--- src/rtl/game_round_controller_pkg.sv ---
// Shared types for the number-guessing game round controller.
package game_pkg;

    typedef enum logic [2:0] {
        IDLE    = 3'd0,
        COLLECT = 3'd1,
        CHECK1  = 3'd2,
        CHECK2  = 3'd3,
        DECIDE  = 3'd4,
        DONE    = 3'd5
    } game_state_e;

    localparam logic [1:0] RES_NONE = 2'b00;
    localparam logic [1:0] RES_P1   = 2'b01;
    localparam logic [1:0] RES_P2   = 2'b10;
    localparam logic [1:0] RES_DRAW = 2'b11;

endpackage

--- src/rtl/game_round_controller_if.sv ---
// Bus between the player input stage, the game controller and the comparator.
// Handshake: a guess transfers on a rising Clock edge where Px_Valid and
// Px_Ready are both high; Px_Ready never depends on Px_Valid, and a Valid
// seen while Ready is low is simply not taken (no data is lost or queued).
// Cmp_Valid marks cycles where Cmp_Num/Cmp_Target are worth comparing;
// Cmp_Match is expected back combinationally in that same cycle.
// State is a read-only view of the controller FSM for checkers.
interface game_round_controller_if #(
    parameter int NUM_W   = 6,
    parameter int ROUND_W = 4
) ();
    logic                     Start;
    logic [NUM_W-1:0]         Target_Num;
    logic                     P1_Valid;
    logic [NUM_W-1:0]         P1_Num;
    logic                     P1_Ready;
    logic                     P2_Valid;
    logic [NUM_W-1:0]         P2_Num;
    logic                     P2_Ready;
    logic [NUM_W-1:0]         Cmp_Target;
    logic [NUM_W-1:0]         Cmp_Num;
    logic                     Cmp_Valid;
    logic                     Cmp_Match;
    logic [1:0]               Result;
    logic                     Done;
    logic [ROUND_W-1:0]       Round;
    game_pkg::game_state_e    State;

    modport master (
        output Start, Target_Num, P1_Valid, P1_Num, P2_Valid, P2_Num, Cmp_Match,
        input  P1_Ready, P2_Ready, Cmp_Target, Cmp_Num, Cmp_Valid,
               Result, Done, Round, State
    );

    modport slave (
        input  Start, Target_Num, P1_Valid, P1_Num, P2_Valid, P2_Num, Cmp_Match,
        output P1_Ready, P2_Ready, Cmp_Target, Cmp_Num, Cmp_Valid,
               Result, Done, Round, State
    );
endinterface

--- src/rtl/game_round_controller_guess_slot.sv ---
// One player's guess slot: capture register, full flag, forfeit flag and Ready.
module guess_slot #(
    parameter int NUM_W = 6
) (
    input  logic             Clock,
    input  logic             Reset,
    input  logic             clear,
    input  logic             collect,
    input  logic             valid,
    input  logic [NUM_W-1:0] num,
    input  logic             forfeit_set,
    output logic             ready,
    output logic             full,
    output logic             forfeit,
    output logic [NUM_W-1:0] guess
);

    // Ready only while collecting into an empty, non-forfeited slot.
    assign ready = collect & ~full & ~forfeit;

    // Capture the guess on accept; clear wipes the slot for a new round.
    always_ff @(posedge Clock or posedge Reset) begin
        if (Reset) begin
            full    <= 1'b0;
            forfeit <= 1'b0;
            guess   <= '0;
        end else if (clear) begin
            full    <= 1'b0;
            forfeit <= 1'b0;
            guess   <= '0;
        end else begin
            if (valid && ready) begin
                full  <= 1'b1;
                guess <= num;
            end
            if (forfeit_set) forfeit <= 1'b1;
        end
    end

endmodule

--- src/rtl/game_round_controller.sv ---
// Round sequencer for the two-player guessing game sharing one comparator.
// Optional build macro GAME_TIMEOUT_EN adds a per-round collection timeout
// after which a silent player forfeits the round.
module game_round_controller
    import game_pkg::*;
#(
    parameter int NUM_W       = 6,
    parameter int MAX_ROUNDS  = 8,
    parameter int ROUND_W     = 4,
    parameter int TIMEOUT_CYC = 16
) (
    input  logic                   Clock,
    input  logic                   Reset,
    game_round_controller_if.slave bus
);

    localparam logic [ROUND_W-1:0] LAST_ROUND = ROUND_W'(MAX_ROUNDS - 1);

    game_state_e        state, next_state;
    logic [NUM_W-1:0]   target;
    logic [ROUND_W-1:0] round;
    logic [1:0]         result;
    logic               done;
    logic               m1, m2;

    logic               collect, timeout, start_acc, slot_clear;
    logic               p1_fill, p2_fill, p1_forfeit_set, p2_forfeit_set;
    logic               p1_full, p2_full, p1_forfeit, p2_forfeit;
    logic [NUM_W-1:0]   p1_guess, p2_guess, cmp_num;
    logic               cmp_valid;

    assign collect = (state == COLLECT);
    assign p1_fill = p1_full | (bus.P1_Valid & bus.P1_Ready);
    assign p2_fill = p2_full | (bus.P2_Valid & bus.P2_Ready);

    guess_slot #(.NUM_W(NUM_W)) u_slot1 (
        .Clock(Clock), .Reset(Reset), .clear(slot_clear), .collect(collect),
        .valid(bus.P1_Valid), .num(bus.P1_Num), .forfeit_set(p1_forfeit_set),
        .ready(bus.P1_Ready), .full(p1_full), .forfeit(p1_forfeit), .guess(p1_guess)
    );

    guess_slot #(.NUM_W(NUM_W)) u_slot2 (
        .Clock(Clock), .Reset(Reset), .clear(slot_clear), .collect(collect),
        .valid(bus.P2_Valid), .num(bus.P2_Num), .forfeit_set(p2_forfeit_set),
        .ready(bus.P2_Ready), .full(p2_full), .forfeit(p2_forfeit), .guess(p2_guess)
    );

`ifdef GAME_TIMEOUT_EN
    localparam int CNT_W = $clog2(TIMEOUT_CYC + 1);
    logic [CNT_W-1:0] to_cnt;

    // Cycles spent in COLLECT; any other state parks it at zero so every entry restarts it.
    always_ff @(posedge Clock or posedge Reset) begin
        if (Reset)        to_cnt <= '0;
        else if (collect) to_cnt <= to_cnt + CNT_W'(1);
        else              to_cnt <= '0;
    end

    assign timeout = collect && (to_cnt == CNT_W'(TIMEOUT_CYC - 1));
`else
    assign timeout = 1'b0;
`endif

    // FSM state register.
    always_ff @(posedge Clock or posedge Reset) begin
        if (Reset) state <= IDLE;
        else       state <= next_state;
    end

    // Next-state and per-state control, defaults first.
    always_comb begin
        next_state     = state;
        start_acc      = 1'b0;
        slot_clear     = 1'b0;
        p1_forfeit_set = 1'b0;
        p2_forfeit_set = 1'b0;
        cmp_num        = '0;
        cmp_valid      = 1'b0;
        case (state)
            IDLE, DONE: begin
                if (bus.Start) begin
                    start_acc  = 1'b1;
                    slot_clear = 1'b1;
                    next_state = COLLECT;
                end
            end
            COLLECT: begin
                if (p1_fill && p2_fill) begin
                    next_state = CHECK1;
                end else if (timeout) begin
                    p1_forfeit_set = ~p1_fill;
                    p2_forfeit_set = ~p2_fill;
                    next_state     = CHECK1;
                end
            end
            CHECK1: begin
                cmp_num    = p1_guess;
                cmp_valid  = ~p1_forfeit;
                next_state = CHECK2;
            end
            CHECK2: begin
                cmp_num    = p2_guess;
                cmp_valid  = ~p2_forfeit;
                next_state = DECIDE;
            end
            DECIDE: begin
                if (m1 || m2 || (round == LAST_ROUND)) begin
                    next_state = DONE;
                end else begin
                    slot_clear = 1'b1;
                    next_state = COLLECT;
                end
            end
            default: next_state = IDLE;
        endcase
    end

    // Game registers: target latch, round counter, match flags and outcome.
    always_ff @(posedge Clock or posedge Reset) begin
        if (Reset) begin
            target <= '0;
            round  <= '0;
            result <= RES_NONE;
            done   <= 1'b0;
            m1     <= 1'b0;
            m2     <= 1'b0;
        end else if (start_acc) begin
            target <= bus.Target_Num;
            round  <= '0;
            result <= RES_NONE;
            done   <= 1'b0;
        end else begin
            if (state == CHECK1) m1 <= bus.Cmp_Match & ~p1_forfeit;
            if (state == CHECK2) m2 <= bus.Cmp_Match & ~p2_forfeit;
            if (state == DECIDE) begin
                if (m1 && m2) begin
                    result <= RES_DRAW;
                    done   <= 1'b1;
                end else if (m1) begin
                    result <= RES_P1;
                    done   <= 1'b1;
                end else if (m2) begin
                    result <= RES_P2;
                    done   <= 1'b1;
                end else if (round == LAST_ROUND) begin
                    result <= RES_NONE;
                    done   <= 1'b1;
                end else begin
                    round  <= round + ROUND_W'(1);
                end
            end
        end
    end

    assign bus.Cmp_Target = target;
    assign bus.Cmp_Num    = cmp_num;
    assign bus.Cmp_Valid  = cmp_valid;
    assign bus.Result     = result;
    assign bus.Done       = done;
    assign bus.Round      = round;
    assign bus.State      = state;

endmodule
--- src/flat_wrapper.sv ---
// flat-port wrapper written by rule: the top's interface ports become plain ports
module game_round_controller_flat import game_pkg::*;
#(
    parameter int NUM_W       = 6,
    parameter int MAX_ROUNDS  = 8,
    parameter int ROUND_W     = 4,
    parameter int TIMEOUT_CYC = 16
)
  (Clock, Reset, bus_Start, bus_Target_Num, bus_P1_Valid, bus_P1_Num, bus_P2_Valid, bus_P2_Num, bus_Cmp_Match, bus_P1_Ready, bus_P2_Ready, bus_Cmp_Target, bus_Cmp_Num, bus_Cmp_Valid, bus_Result, bus_Done, bus_Round, bus_State);
  game_round_controller_if #(.NUM_W(NUM_W), .ROUND_W(ROUND_W)) bus_i ();
  input  logic Clock;
  input  logic Reset;
  input wire logic [$bits(bus_i.Start)-1:0] bus_Start;
  input wire logic [$bits(bus_i.Target_Num)-1:0] bus_Target_Num;
  input wire logic [$bits(bus_i.P1_Valid)-1:0] bus_P1_Valid;
  input wire logic [$bits(bus_i.P1_Num)-1:0] bus_P1_Num;
  input wire logic [$bits(bus_i.P2_Valid)-1:0] bus_P2_Valid;
  input wire logic [$bits(bus_i.P2_Num)-1:0] bus_P2_Num;
  input wire logic [$bits(bus_i.Cmp_Match)-1:0] bus_Cmp_Match;
  output wire logic [$bits(bus_i.P1_Ready)-1:0] bus_P1_Ready;
  output wire logic [$bits(bus_i.P2_Ready)-1:0] bus_P2_Ready;
  output wire logic [$bits(bus_i.Cmp_Target)-1:0] bus_Cmp_Target;
  output wire logic [$bits(bus_i.Cmp_Num)-1:0] bus_Cmp_Num;
  output wire logic [$bits(bus_i.Cmp_Valid)-1:0] bus_Cmp_Valid;
  output wire logic [$bits(bus_i.Result)-1:0] bus_Result;
  output wire logic [$bits(bus_i.Done)-1:0] bus_Done;
  output wire logic [$bits(bus_i.Round)-1:0] bus_Round;
  output wire logic [$bits(bus_i.State)-1:0] bus_State;
  assign bus_i.Start = bus_Start;
  assign bus_i.Target_Num = bus_Target_Num;
  assign bus_i.P1_Valid = bus_P1_Valid;
  assign bus_i.P1_Num = bus_P1_Num;
  assign bus_i.P2_Valid = bus_P2_Valid;
  assign bus_i.P2_Num = bus_P2_Num;
  assign bus_i.Cmp_Match = bus_Cmp_Match;
  assign bus_P1_Ready = bus_i.P1_Ready;
  assign bus_P2_Ready = bus_i.P2_Ready;
  assign bus_Cmp_Target = bus_i.Cmp_Target;
  assign bus_Cmp_Num = bus_i.Cmp_Num;
  assign bus_Cmp_Valid = bus_i.Cmp_Valid;
  assign bus_Result = bus_i.Result;
  assign bus_Done = bus_i.Done;
  assign bus_Round = bus_i.Round;
  assign bus_State = bus_i.State;
  game_round_controller #(.NUM_W(NUM_W), .MAX_ROUNDS(MAX_ROUNDS), .ROUND_W(ROUND_W), .TIMEOUT_CYC(TIMEOUT_CYC)) u_core (.Clock(Clock), .Reset(Reset), .bus(bus_i));
endmodule
--- config.mk ---
export PLATFORM = sky130hd
export DESIGN_NAME = game_round_controller_flat
export DESIGN_NICKNAME = d
export VERILOG_FILES = /design/src/rtl/game_round_controller_pkg.sv /design/src/rtl/game_round_controller_if.sv /design/src/rtl/game_round_controller_guess_slot.sv /design/src/rtl/game_round_controller.sv /design/src/flat_wrapper.sv
export SDC_FILE = /design/constraint.sdc
export NUM_CORES = 1
export LEC_CHECK = 0
export CORE_UTILIZATION = 43
export DETAILED_ROUTE_END_ITERATION = 8
export PLACE_DENSITY = 0.76
export SYNTH_ARGS = -nofsm -noshare
export SYNTH_HDL_FRONTEND = slang
export SYNTH_HIERARCHICAL = 1
export SYNTH_SLANG_ARGS = --single-unit
--- constraint.sdc ---
create_clock -name Clock -period 1.9 [get_ports Clock]
set_input_delay 0.19 -clock Clock [delete_from_list [all_inputs] [get_ports Clock]]
set_output_delay 0.19 -clock Clock [all_outputs]
set_load 0.05 [all_outputs]
==> impl_metrics.env, run 1 <==
export IMPL_layout_common_cells="clkdlybuf4s50_1, dfrtp_1, nand2_1, nand2b_1, mux2i_1"
export IMPL_critPathKind="reg2out"
export IMPL_timing_critical_path_from="u_core/bus.State[2]"
export IMPL_final_nets=253
export IMPL_worst_ep_arrival_time_ns=1.58
export IMPL_synth_simple_area_share_pct=25.5
export IMPL_cts_tree="done"
export IMPL_ant_nets=0
export IMPL_ys_types=31
export IMPL_syn_inst=178
export IMPL_fin_crit_sh_pct=93.1
export IMPL_drt_iter0_drc=58
export IMPL_ff_latch_area_sq_um=857
export IMPL_worst_path_max_fanout=9
export IMPL_placed_area_sq_um=2430
export IMPL_max_cap_viol_count=0
export IMPL_finalWeightedCongestion=0.795
export IMPL_coreArea_sq_um=3800
export IMPL_synth_area_sq_um=1760
export IMPL_synthMuxAreaShare_pct=10.2
export IMPL_die_height_um=65.9
export IMPL_layout_cells_non_filler=277
export IMPL_ff2ff_setup_slack_ns=0.17
export IMPL_vias=1387
export IMPL_synth_area_leaders="dfrtp_1, mux2i_1, nand2b_1"
export IMPL_synth_fa_ha_area_share_pct=0.712
export IMPL_dp_hpwl_um=2850
export IMPL_p_leak_uw=0.00107
export IMPL_period_minus_slack_ns=1.77
export IMPL_finalSetupViolCount=0
export IMPL_die_width_um=65.9
export IMPL_finalClockSkew_ns=0.00423
export IMPL_synth_top_cell_by_area="dfrtp_1"
export IMPL_placement_io_buffers=48
export IMPL_place_inst=269
export IMPL_cts_hold_buf=0
export IMPL_clkLatencyLatePin_ns=0.28
export IMPL_cts_resized=1
export IMPL_grt_overflow=0
export IMPL_grtUsageTotal_pct=20.2
export IMPL_synth_flop_cell="dfrtp_1"
export IMPL_dieArea_sq_um=4350
export IMPL_clk_pin_slew_worst_paths_ns=0.07
export IMPL_status="complete, no violations"
export IMPL_p_per_area_nw_per_um2=1450
export IMPL_fillers=285
export IMPL_cts_buffers=5
export IMPL_yosys_area_top_type_share_pct=48.4
export IMPL_grt_pass1_wl_um=6590
export IMPL_postCtsSetupRepairBufs=0
export IMPL_drive_gt1_share_pct=19.2
export IMPL_hp_class="in2async"
export IMPL_reg2reg_to="u_core/bus.State[1]"
export IMPL_drt_wl_total_um=3740
export IMPL_antenna_found_initial=0
export IMPL_drc=0
export IMPL_reg2reg_depth=6
export IMPL_synth_edf_count=0
export IMPL_synth_compound_area_share_pct=9.40
export IMPL_finalHoldViolCount=0
export IMPL_vdd_drop_max_uv=554
export IMPL_drt_pass1_iterations=4
export IMPL_syn_avg_cell_area_sq_um=9.88
export IMPL_endpoint_kind="primary output"
export IMPL_ys_ff_latch=34
export IMPL_cp_required_ns=1.71
export IMPL_grt_max_degree=29
export IMPL_clock_sinks=34
export IMPL_fin_area_sq_um=2530
export IMPL_synth_xor_xnor_area_share_pct=0.498
export IMPL_synth_seq_area_share_pct=48.4
export IMPL_multiInputGateArea_sq_um=897
export IMPL_grt_pass1_vias=1517
export IMPL_grt_setup_unrepaired="no"
export IMPL_syn_to_final_growth_pct=43.7
export IMPL_cts_buffer_depth=2
export IMPL_io_pins=49
export IMPL_h_tree_depth=2
export IMPL_report_final_slew_viol_count=0
export IMPL_tightest_slew_ns=0.501
export IMPL_initial_utilization_pct=46.3
export IMPL_relSlewSlack_pct=66.5
export IMPL_synth_top_family_by_area="simple AND/OR/NAND/NOR gates"
export IMPL_num_rows=22
export IMPL_avgViaCountPerCell=5.01
export IMPL_diodes=0
export IMPL_layout_commonest_cell="clkdlybuf4s50_1"
export IMPL_synthArstFlopShare_pct=100
export IMPL_worstReg2RegStart="u_core/bus.State[1]"
export IMPL_ys_warn_count=6
export IMPL_wl_per_cell_um=13.5
export IMPL_fmax_mhz=565
export IMPL_cp_start_kind="flip-flop"
export IMPL_clock_root_buffer="clkbuf_8"
[critical path, cell delays in order, from the launching register on]
cell and delay, ns:
dfrtp_2 0.47, nand2b_2 0.34, a211oi_4 0.31, buf_12 0.17
[final cells by class]
class | instances | share of cell area [%]
Sequential cell | 34 | 33.9
Tap cell | 48 | 2.38
Multi-Input combinational cell | 129 | 35.5
Clock buffer | 7 | 3.42
Clock inverter | 1 | 0.198
Timing Repair Buffer | 52 | 23.7
Inverter | 6 | 0.892
[synth_stat cells, types with 3 or more instances]
library cell / count
buf_6: 3
dfrtp_1: 34
nand2_1: 26
inv_1: 6
nand3_1: 3
o21ai_0: 9
mux2i_1: 18
nand2b_1: 28
clkbuf_1: 4
nor2_1: 14
a21oi_1: 5
[layer usage]
layer  vias to the layer above  GRT usage [%]  wire length, um
met4                         0           6.91               23
met1                       665           24.7             1700
met5                         -              0                0
met3                         4           5.86              143
met2                        32           33.9             1880
li1                        686              -                -
[worst max path at each step]
stage / end / depth (start not counted)
after floorplan: u_core/bus.State[1] / 7
after global placement: u_core/bus.State[1] / 6
after detailed placement: u_core/bus.State[1] / 6
after CTS: bus_Cmp_Valid / 3
after global routing: bus_Cmp_Valid / 3
final: bus_Cmp_Valid / 3
[state kept, by name, indices dropped and copies added (netlist names)]
name	cells
u_core/bus.Cmp_Target	6
u_core/bus.Done	1
u_core/bus.Result	2
u_core/bus.Round	4
u_core/bus.State	3
u_core/m1	1
u_core/m2	1
u_core/u_slot1/forfeit	1
u_core/u_slot1/full	1
u_core/u_slot1/guess	6
u_core/u_slot2/forfeit	1
u_core/u_slot2/full	1
u_core/u_slot2/guess	6
[power by group]
part	total, uW	internal (uW)	switching [uW]
Sequential	1230	983	246
Combinational	1900	811	1090
Clock	537	292	245
Total	3670	2090	1580
[cell families after synthesis]
logic type      count (synthesis)
fa+ha+maj                       1
xor+xnor                        1
simple gates                   83
compound gates                 24
buf+inv                        16
flops                          34
other cells                     1
mux                            18
[metrics by stage]
step                      hold slack, ns  setup slack [ns]  setup TNS, ns  util, %  total power [uW]
after floorplan                  0.00566            -0.154         -0.154        -              2570
after global placement             0.461             0.282              0     64.0              3080
after detailed placement           0.472             0.162              0     64.0              3150
after CTS                          0.221            0.0990              0     66.5              3700
after global routing               0.241            0.0521              0     66.5              3890
final                              0.225             0.131              0     66.5              3670
Power figures use the tool's default switching activity.
==> run 2, diff against run 1 <==
--- a/config.mk
+++ b/config.mk
@@ -7,7 +7,9 @@
 export LEC_CHECK = 0
 export CORE_UTILIZATION = 43
 export DETAILED_ROUTE_END_ITERATION = 8
+export HOLD_SLACK_MARGIN = 0.03
 export PLACE_DENSITY = 0.76
+export SLEW_MARGIN = 20
 export SYNTH_ARGS = -nofsm -noshare
 export SYNTH_HDL_FRONTEND = slang
 export SYNTH_HIERARCHICAL = 1
==> results of run 2 <==
Final layout, timing and power as in run 1 (identical DEF).
==> run 3, diff against run 2 <==
--- a/config.mk
+++ b/config.mk
@@ -5,6 +5,7 @@
 export SDC_FILE = /design/constraint.sdc
 export NUM_CORES = 1
 export LEC_CHECK = 0
+export ABC_AREA = 0
 export CORE_UTILIZATION = 43
 export DETAILED_ROUTE_END_ITERATION = 8
 export HOLD_SLACK_MARGIN = 0.03
==> results of run 3 <==
Final layout, timing and power as in run 1 (identical DEF).
